`src/rtl/bus_wait_pkg.sv`:
```
// bus_wait_pkg: shared types and constants for the bus wait-state responder.
// Contents:
//   region_t  - address region from the decoder (RAM is the default region)
//   state_t   - access FSM states
//   OPEN_BUS  - value returned on a timed-out external read
//   cnt_width - counter width that holds the largest wait/timeout value
package bus_wait_pkg;

    typedef enum logic [1:0] {
        RGN_RAM,
        RGN_ROM,
        RGN_IO,
        RGN_EXT
    } region_t;

    typedef enum logic [1:0] {
        ST_IDLE,
        ST_WAIT,
        ST_EXT,
        ST_DONE
    } state_t;

    localparam logic [7:0] OPEN_BUS = 8'hFF;

    function automatic int cnt_width(input int a, input int b, input int c);
        int m;
        m = (a > b) ? a : b;
        m = (m > c) ? m : c;
        return $clog2(m + 1);
    endfunction

endpackage

```
`src/rtl/bus_region_decode.sv`:
```
// bus_region_decode: combinational address-to-region decoder.
// Ports:
//   addr   in  16  CPU address
//   region out     decoded region, priority EXT > IO > ROM > RAM
module bus_region_decode
    import bus_wait_pkg::*;
#(
    parameter logic [15:0] IO_BASE  = 16'hD000,
    parameter logic [15:0] IO_MASK  = 16'hF000,
    parameter logic [15:0] ROM_BASE = 16'hE000,
    parameter logic [15:0] ROM_MASK = 16'hE000,
    parameter logic [15:0] EXT_BASE = 16'hC000,
    parameter logic [15:0] EXT_MASK = 16'hF000
) (
    input  logic [15:0] addr,
    output region_t     region
);

    always_comb begin
        region = ((addr & EXT_MASK) == EXT_BASE) ? RGN_EXT :
                 ((addr & IO_MASK)  == IO_BASE)  ? RGN_IO  :
                 ((addr & ROM_MASK) == ROM_BASE) ? RGN_ROM : RGN_RAM;
    end

endmodule

```
`src/rtl/bus_wait_ctrl.sv`:
```
// bus_wait_ctrl: 65xx memory-side responder that stretches slow accesses via
// ready and runs a timed req/ack handshake for the external region.
// Optional feature macro: WRITE_WAIT_EN (defined: writes stall like reads;
// undefined: writes never stall, external writes are posted).
// Ports:
//   clk, reset      clock and synchronous active-high reset
//   valid, addr, rw, wdata   CPU access (rw=1 read)
//   ready           combinational access-complete strobe to the core
//   rdata           registered external read data
//   ext_req, ext_we, ext_addr, ext_wdata   registered external request
//   ext_ack, ext_rdata      external completion and read data
//   bus_err         one-cycle pulse on external timeout
module bus_wait_ctrl
    import bus_wait_pkg::*;
#(
    parameter logic [15:0] IO_BASE   = 16'hD000,
    parameter logic [15:0] IO_MASK   = 16'hF000,
    parameter int          IO_WAITS  = 2,
    parameter logic [15:0] ROM_BASE  = 16'hE000,
    parameter logic [15:0] ROM_MASK  = 16'hE000,
    parameter int          ROM_WAITS = 1,
    parameter logic [15:0] EXT_BASE  = 16'hC000,
    parameter logic [15:0] EXT_MASK  = 16'hF000,
    parameter int          TIMEOUT   = 15
) (
    input  logic        clk,
    input  logic        reset,
    input  logic        valid,
    input  logic [15:0] addr,
    input  logic        rw,
    input  logic [7:0]  wdata,
    output logic        ready,
    output logic [7:0]  rdata,
    output logic        ext_req,
    output logic        ext_we,
    output logic [15:0] ext_addr,
    output logic [7:0]  ext_wdata,
    input  logic        ext_ack,
    input  logic [7:0]  ext_rdata,
    output logic        bus_err
);

    localparam int CW = cnt_width(IO_WAITS, ROM_WAITS, TIMEOUT);
    localparam logic [CW-1:0] IO_N  = CW'(IO_WAITS);
    localparam logic [CW-1:0] ROM_N = CW'(ROM_WAITS);
    localparam logic [CW-1:0] TO_N  = CW'(TIMEOUT - 1);
    localparam logic [CW-1:0] ONE   = CW'(1);

`ifdef WRITE_WAIT_EN
    localparam bit POSTED = 1'b0;
`else
    localparam bit POSTED = 1'b1;
`endif

    region_t       region;
    state_t        state;
    logic [CW-1:0] cnt;
    logic [CW-1:0] tcnt;
    logic          pend;
    logic [CW-1:0] wn;
    logic          posted;
    logic          stretch;
    logic          idle_rdy;

    bus_region_decode #(
        .IO_BASE  (IO_BASE),
        .IO_MASK  (IO_MASK),
        .ROM_BASE (ROM_BASE),
        .ROM_MASK (ROM_MASK),
        .EXT_BASE (EXT_BASE),
        .EXT_MASK (EXT_MASK)
    ) u_decode (
        .addr   (addr),
        .region (region)
    );

    // posted: this access is an external write that completes immediately
    // while its handshake runs in the background. stretch: wait states apply.
    always_comb begin
        wn       = (region == RGN_IO) ? IO_N : (region == RGN_ROM) ? ROM_N : '0;
        posted   = POSTED && !rw;
        stretch  = !POSTED || rw;
        idle_rdy = !valid || ((region == RGN_EXT) ? (posted && !pend) : (!stretch || wn == '0));
        ready    = (state == ST_IDLE) ? idle_rdy :
                   (state == ST_WAIT) ? (cnt == '0) : (state == ST_DONE);
    end

    always_ff @(posedge clk) begin
        if (reset) begin
            state     <= ST_IDLE;
            cnt       <= '0;
            tcnt      <= '0;
            pend      <= 1'b0;
            ext_req   <= 1'b0;
            ext_we    <= 1'b0;
            ext_addr  <= '0;
            ext_wdata <= '0;
            rdata     <= OPEN_BUS;
            bus_err   <= 1'b0;
        end else begin
            bus_err <= 1'b0;
            // Background handshake of a posted write; it can overlap IDLE
            // and WAIT, never EXT, because EXT cannot start while pending.
            if (pend) begin
                if (ext_ack) begin
                    ext_req <= 1'b0;
                    ext_we  <= 1'b0;
                    pend    <= 1'b0;
                end else if (tcnt == '0) begin
                    rdata   <= OPEN_BUS;
                    bus_err <= 1'b1;
                    ext_req <= 1'b0;
                    ext_we  <= 1'b0;
                    pend    <= 1'b0;
                end else begin
                    tcnt <= tcnt - ONE;
                end
            end
            case (state)
                ST_IDLE: begin
                    if (valid && region == RGN_EXT && !pend) begin
                        ext_req   <= 1'b1;
                        ext_we    <= !rw;
                        ext_addr  <= addr;
                        ext_wdata <= wdata;
                        tcnt      <= TO_N;
                        if (posted)
                            pend <= 1'b1;
                        else
                            state <= ST_EXT;
                    end else if (valid && region != RGN_EXT && stretch && wn != '0) begin
                        cnt   <= wn - ONE;
                        state <= ST_WAIT;
                    end
                end
                ST_WAIT: begin
                    if (cnt == '0)
                        state <= ST_IDLE;
                    else
                        cnt <= cnt - ONE;
                end
                ST_EXT: begin
                    // Ack is tested first so a same-cycle ack beats the timeout.
                    if (ext_ack) begin
                        if (!ext_we)
                            rdata <= ext_rdata;
                        ext_req <= 1'b0;
                        ext_we  <= 1'b0;
                        state   <= ST_DONE;
                    end else if (tcnt == '0) begin
                        rdata   <= OPEN_BUS;
                        bus_err <= 1'b1;
                        ext_req <= 1'b0;
                        ext_we  <= 1'b0;
                        state   <= ST_DONE;
                    end else begin
                        tcnt <= tcnt - ONE;
                    end
                end
                ST_DONE: state <= ST_IDLE;
            endcase
        end
    end

endmodule

```
`config.mk`:
```
export PLATFORM = sky130hd
export DESIGN_NAME = bus_wait_ctrl
export DESIGN_NICKNAME = d
export VERILOG_FILES = /design/src/rtl/bus_wait_pkg.sv /design/src/rtl/bus_region_decode.sv /design/src/rtl/bus_wait_ctrl.sv
export SDC_FILE = /design/constraint.sdc
export NUM_CORES = 1
export LEC_CHECK = 0
export BUFFER_PORTS_ARGS = -buffer_cell sky130_fd_sc_hd__buf_2
export CELL_PAD_IN_SITES_DETAIL_PLACEMENT = 1
export CELL_PAD_IN_SITES_GLOBAL_PLACEMENT = 2
export CORE_ASPECT_RATIO = 1.2
export CORE_UTILIZATION = 27
export CTS_CLUSTER_DIAMETER = 200
export DETAILED_ROUTE_END_ITERATION = 10
export PLACE_DENSITY_LB_ADDON = 0.05
export SYNTH_ARGS = -nofsm -noshare
export SYNTH_HDL_FRONTEND = slang
export SYNTH_SLANG_ARGS = --single-unit
```
`constraint.sdc`:
```
create_clock -name clk -period 2 [get_ports clk]
set_input_delay 0.1 -clock clk [delete_from_list [all_inputs] [get_ports clk]]
set_output_delay 0.1 -clock clk [all_outputs]
set_load 0.01 [all_outputs]
```
==> out/qor.txt <==
Worst hold path stage count: 3
Number of remaining DRC errors: 0
Initial antenna violation count: 0
RSZ-0062 raised after global routing: false
Worst Setup Start Kind: flop
Hold_buf cts: 0
RR Startpoint: tcnt[0]
Grt met1 use: 0.192
Synth Warn #: 0
Setup TNS: 0 ns
Worst-Skew Late Latency: 0.30 ns
Final Setup Violations: 0
Final Hold Fails: 0
Synth top area share: 0.461
Yosys cell types: 45
Min-Delay Endpoint: ext_wdata[7]
GR met3 Demand/Resource: 0.0389
R2R setup slack: 0.20 ns
Dpl cells: 399
Chip Height: 96.2 µm
Starting density of the core: 0.278
Core area: 7190 µm²
I/O pin count: 73
Fmax: 0.555 GHz
Die ar.: 7740 µm²
Post-synth top cells: 49 x nand2_1, 46 x dfxtp_1, 32 x a21oi_1, 13 x inv_1, 12 x nor2_1
H-tree Lvls: 2
Commonest register cell after synthesis: dfxtp_1
Num CTS Buffers: 5
Ranking of synthesized cells by area: dfxtp_1 46%, nand2_1 9.2%, a21oi_1 8.0%
Max Cap Viol: 0
CP arrival: 2.01 ns
Max-slew violations: 0
Post-synthesis sequential area ratio: 0.461
Area Overhead vs Synth: 30.6%
Most frequent cell after synthesis: nand2_1
CP endpoint kind: flop
Post-Route WL: 5610 µm
Setup Fix Bufs, Post-CTS: 0
CTS Buffer Depth: 2
Final layout net count: 357
Area occupied by multi-input gates: 967 µm²
Net switching power: 0.445 mW
Period utilization: 0.901
HPWL Detailed: 4150 µm
Crit Path Category: flop to flop
Sequential Power Share: 0.515
Sink Count: 46
Global-route wire length before repair: 9400 µm
Post-layout min period: 1.80 ns
Clock Skew: 0.00629 ns
Syn nets: 278
Post-synthesis register bit count: 46
Synthesized area: 2000 µm²
Ant. Diodes: 0
Die Wd: 80.5 µm
Layout cell share with drive strength beyond 1: 0.306
GRT Max-Usage Layer: met2
Pint: 1.39 mW
Flip-flop and latch area: 921 µm²
Global Route Usage Sum: 0.157
CTS clk-pin slew, worst paths: 0.09 ns
Sw frac: 0.242
Site Rows: 34
Via count: 1960
CTS Root Cell: clkbuf_8
GPL Wtd Cong: 0.757
Post-CTS sizing: 0
Combinational Power Share: 0.102
Share of async-settable or async-resettable flops after synthesis: 0
Filler cells: 901
Reg2reg end: tcnt[0]
Post-synthesis cell count: 237
Clk pwr share: 0.383
Hold Path Class: input port to flop
Per-cell routed wire length: 13.8 µm
Port bufs: 72
GR Overflow Total: 0
Lkg Pwr: 1.10 nW
Outcome: finished clean
Worst Tran Pin Value: 1.00 ns
Required @ worst endpoint: 2.21 ns
First DRT Iteration DRCs: 61
Pin count of the biggest net entering global routing: 25
Syn avg cell area: 8.43 µm²
Vias per cell: 4.82
Final antenna-violating net count: 0
EDFF count, synth: 0
CP Max Fanout: 6
Global Route met2 Usage: 0.268
PD cells: 704 nW/µm²
Hold_sp: wdata[7]
Vias in the first global route: 1969
Drt pass-1 iters: 4
Synth area leader: dfxtp_1
Cells on worst reg2reg path: 8
Clock tree from TritonCTS: yes
Peak supply drop: 0.243 mV
Relative slew slack: 0.328
Fin cells: 407
-- critical path: stages (launching register included) --
cell      delay (ns)
dfxtp_1         0.38
inv_1           0.06
ha_1            0.26
nor3b_1         0.16
buf_4           0.15
a211oi_1        0.23
buf_4           0.17
nor2_1          0.04
a311oi_1        0.25
-- sequential cells by signal, summed over array words and instances, names as in the netlist --
name and count:
ext_wdata 8, ext_req 1, tcnt 4, pend 1
ext_addr 16, ext_we 1, state 2, bus_err 1
cnt 4, rdata 8
-- cell type report --
cell class | instances | share of cell area
clock buffer | 6 | 0.0278
clock inverter | 2 | 0.0144
inverter | 13 | 0.0187
multi-input combinational | 168 | 0.371
sequential | 46 | 0.353
tap | 90 | 0.0432
timing repair buffer | 82 | 0.172
-- layer usage --
metal / wire length, µm / vias up / part of all wire
li1: - / 993 / -
met2: 2640 / 54 / 0.47
met1: 2570 / 907 / 0.46
met5: 0 / - / 0
met3: 314 / 6 / 0.056
met4: 77 / 0 / 0.014
-- per-stage QoR --
stage | hold slack [ns] | instance area [µm²] | total power, mW | util | worst slack, ns
6_report | 0.0272 | 2610 | 1.84 | 0.363 | 0.198
2_1_floorplan | 0.183 | 2000 | 1.07 | - | 0.238
3_3_place_gp | 0.343 | 2500 | 1.16 | 0.347 | 0.118
4_1_cts | 0.0116 | 2610 | 1.88 | 0.363 | 0.165
3_5_place_dp | 0.350 | 2500 | 1.16 | 0.347 | 0.0846
5_1_grt | 0.0167 | 2610 | 1.94 | 0.363 | 0.0434
-- power groups by stage --
stage          logic [mW]  registers, mW  clock network, mW
4_1_cts             0.192          0.945              0.740
3_3_place_gp        0.190          0.966                  0
5_1_grt             0.213          0.947              0.776
2_1_floorplan       0.100          0.967                  0
3_5_place_dp        0.191          0.966                  0
6_report            0.188          0.944              0.703
-- layout by cell type (no fill, tap or decap), types with 2 or more instances in the layout --
cell	count
a211oi_1	2
and3_1	2
nor2b_1	3
nor2_1	12
inv_1	13
nand4_1	3
a311oi_1	2
o2bb2ai_1	8
o21ai_0	10
nand3_1	2
mux2i_1	2
a31oi_1	3
nor3_1	3
nand2_1	49
o31ai_1	3
a21oi_1	32
ha_1	4
dfxtp_1	46
a21boi_0	2
a21o_1	2
o21a_1	2
nand2b_1	2
clkbuf_8	5
buf_2	72
buf_4	9
-- kinds of logic (layout without fill, tap and decap cells) --
group / after synthesis / in the layout / share of synthesized area
buf+inv: 23 / 103 / 0.0545
fa+ha+maj: 4 / 4 / 0.0251
compound gates: 75 / 75 / 0.237
flops: 46 / 46 / 0.461
simple gates: 87 / 87 / 0.212
mux: 2 / 2 / 0.0100
-- worst max path at each step --
stage | start | end | slack (ns)
CTS | tcnt[0] | tcnt[0] | 0.16
detailed placement | addr[15] | cnt[0] | 0.08
global placement | addr[15] | cnt[0] | 0.12
finish | tcnt[0] | tcnt[0] | 0.20
global route | tcnt[0] | tcnt[0] | 0.04
floorplan | addr[15] | cnt[0] | 0.24
Power figures use the tool's default switching activity.
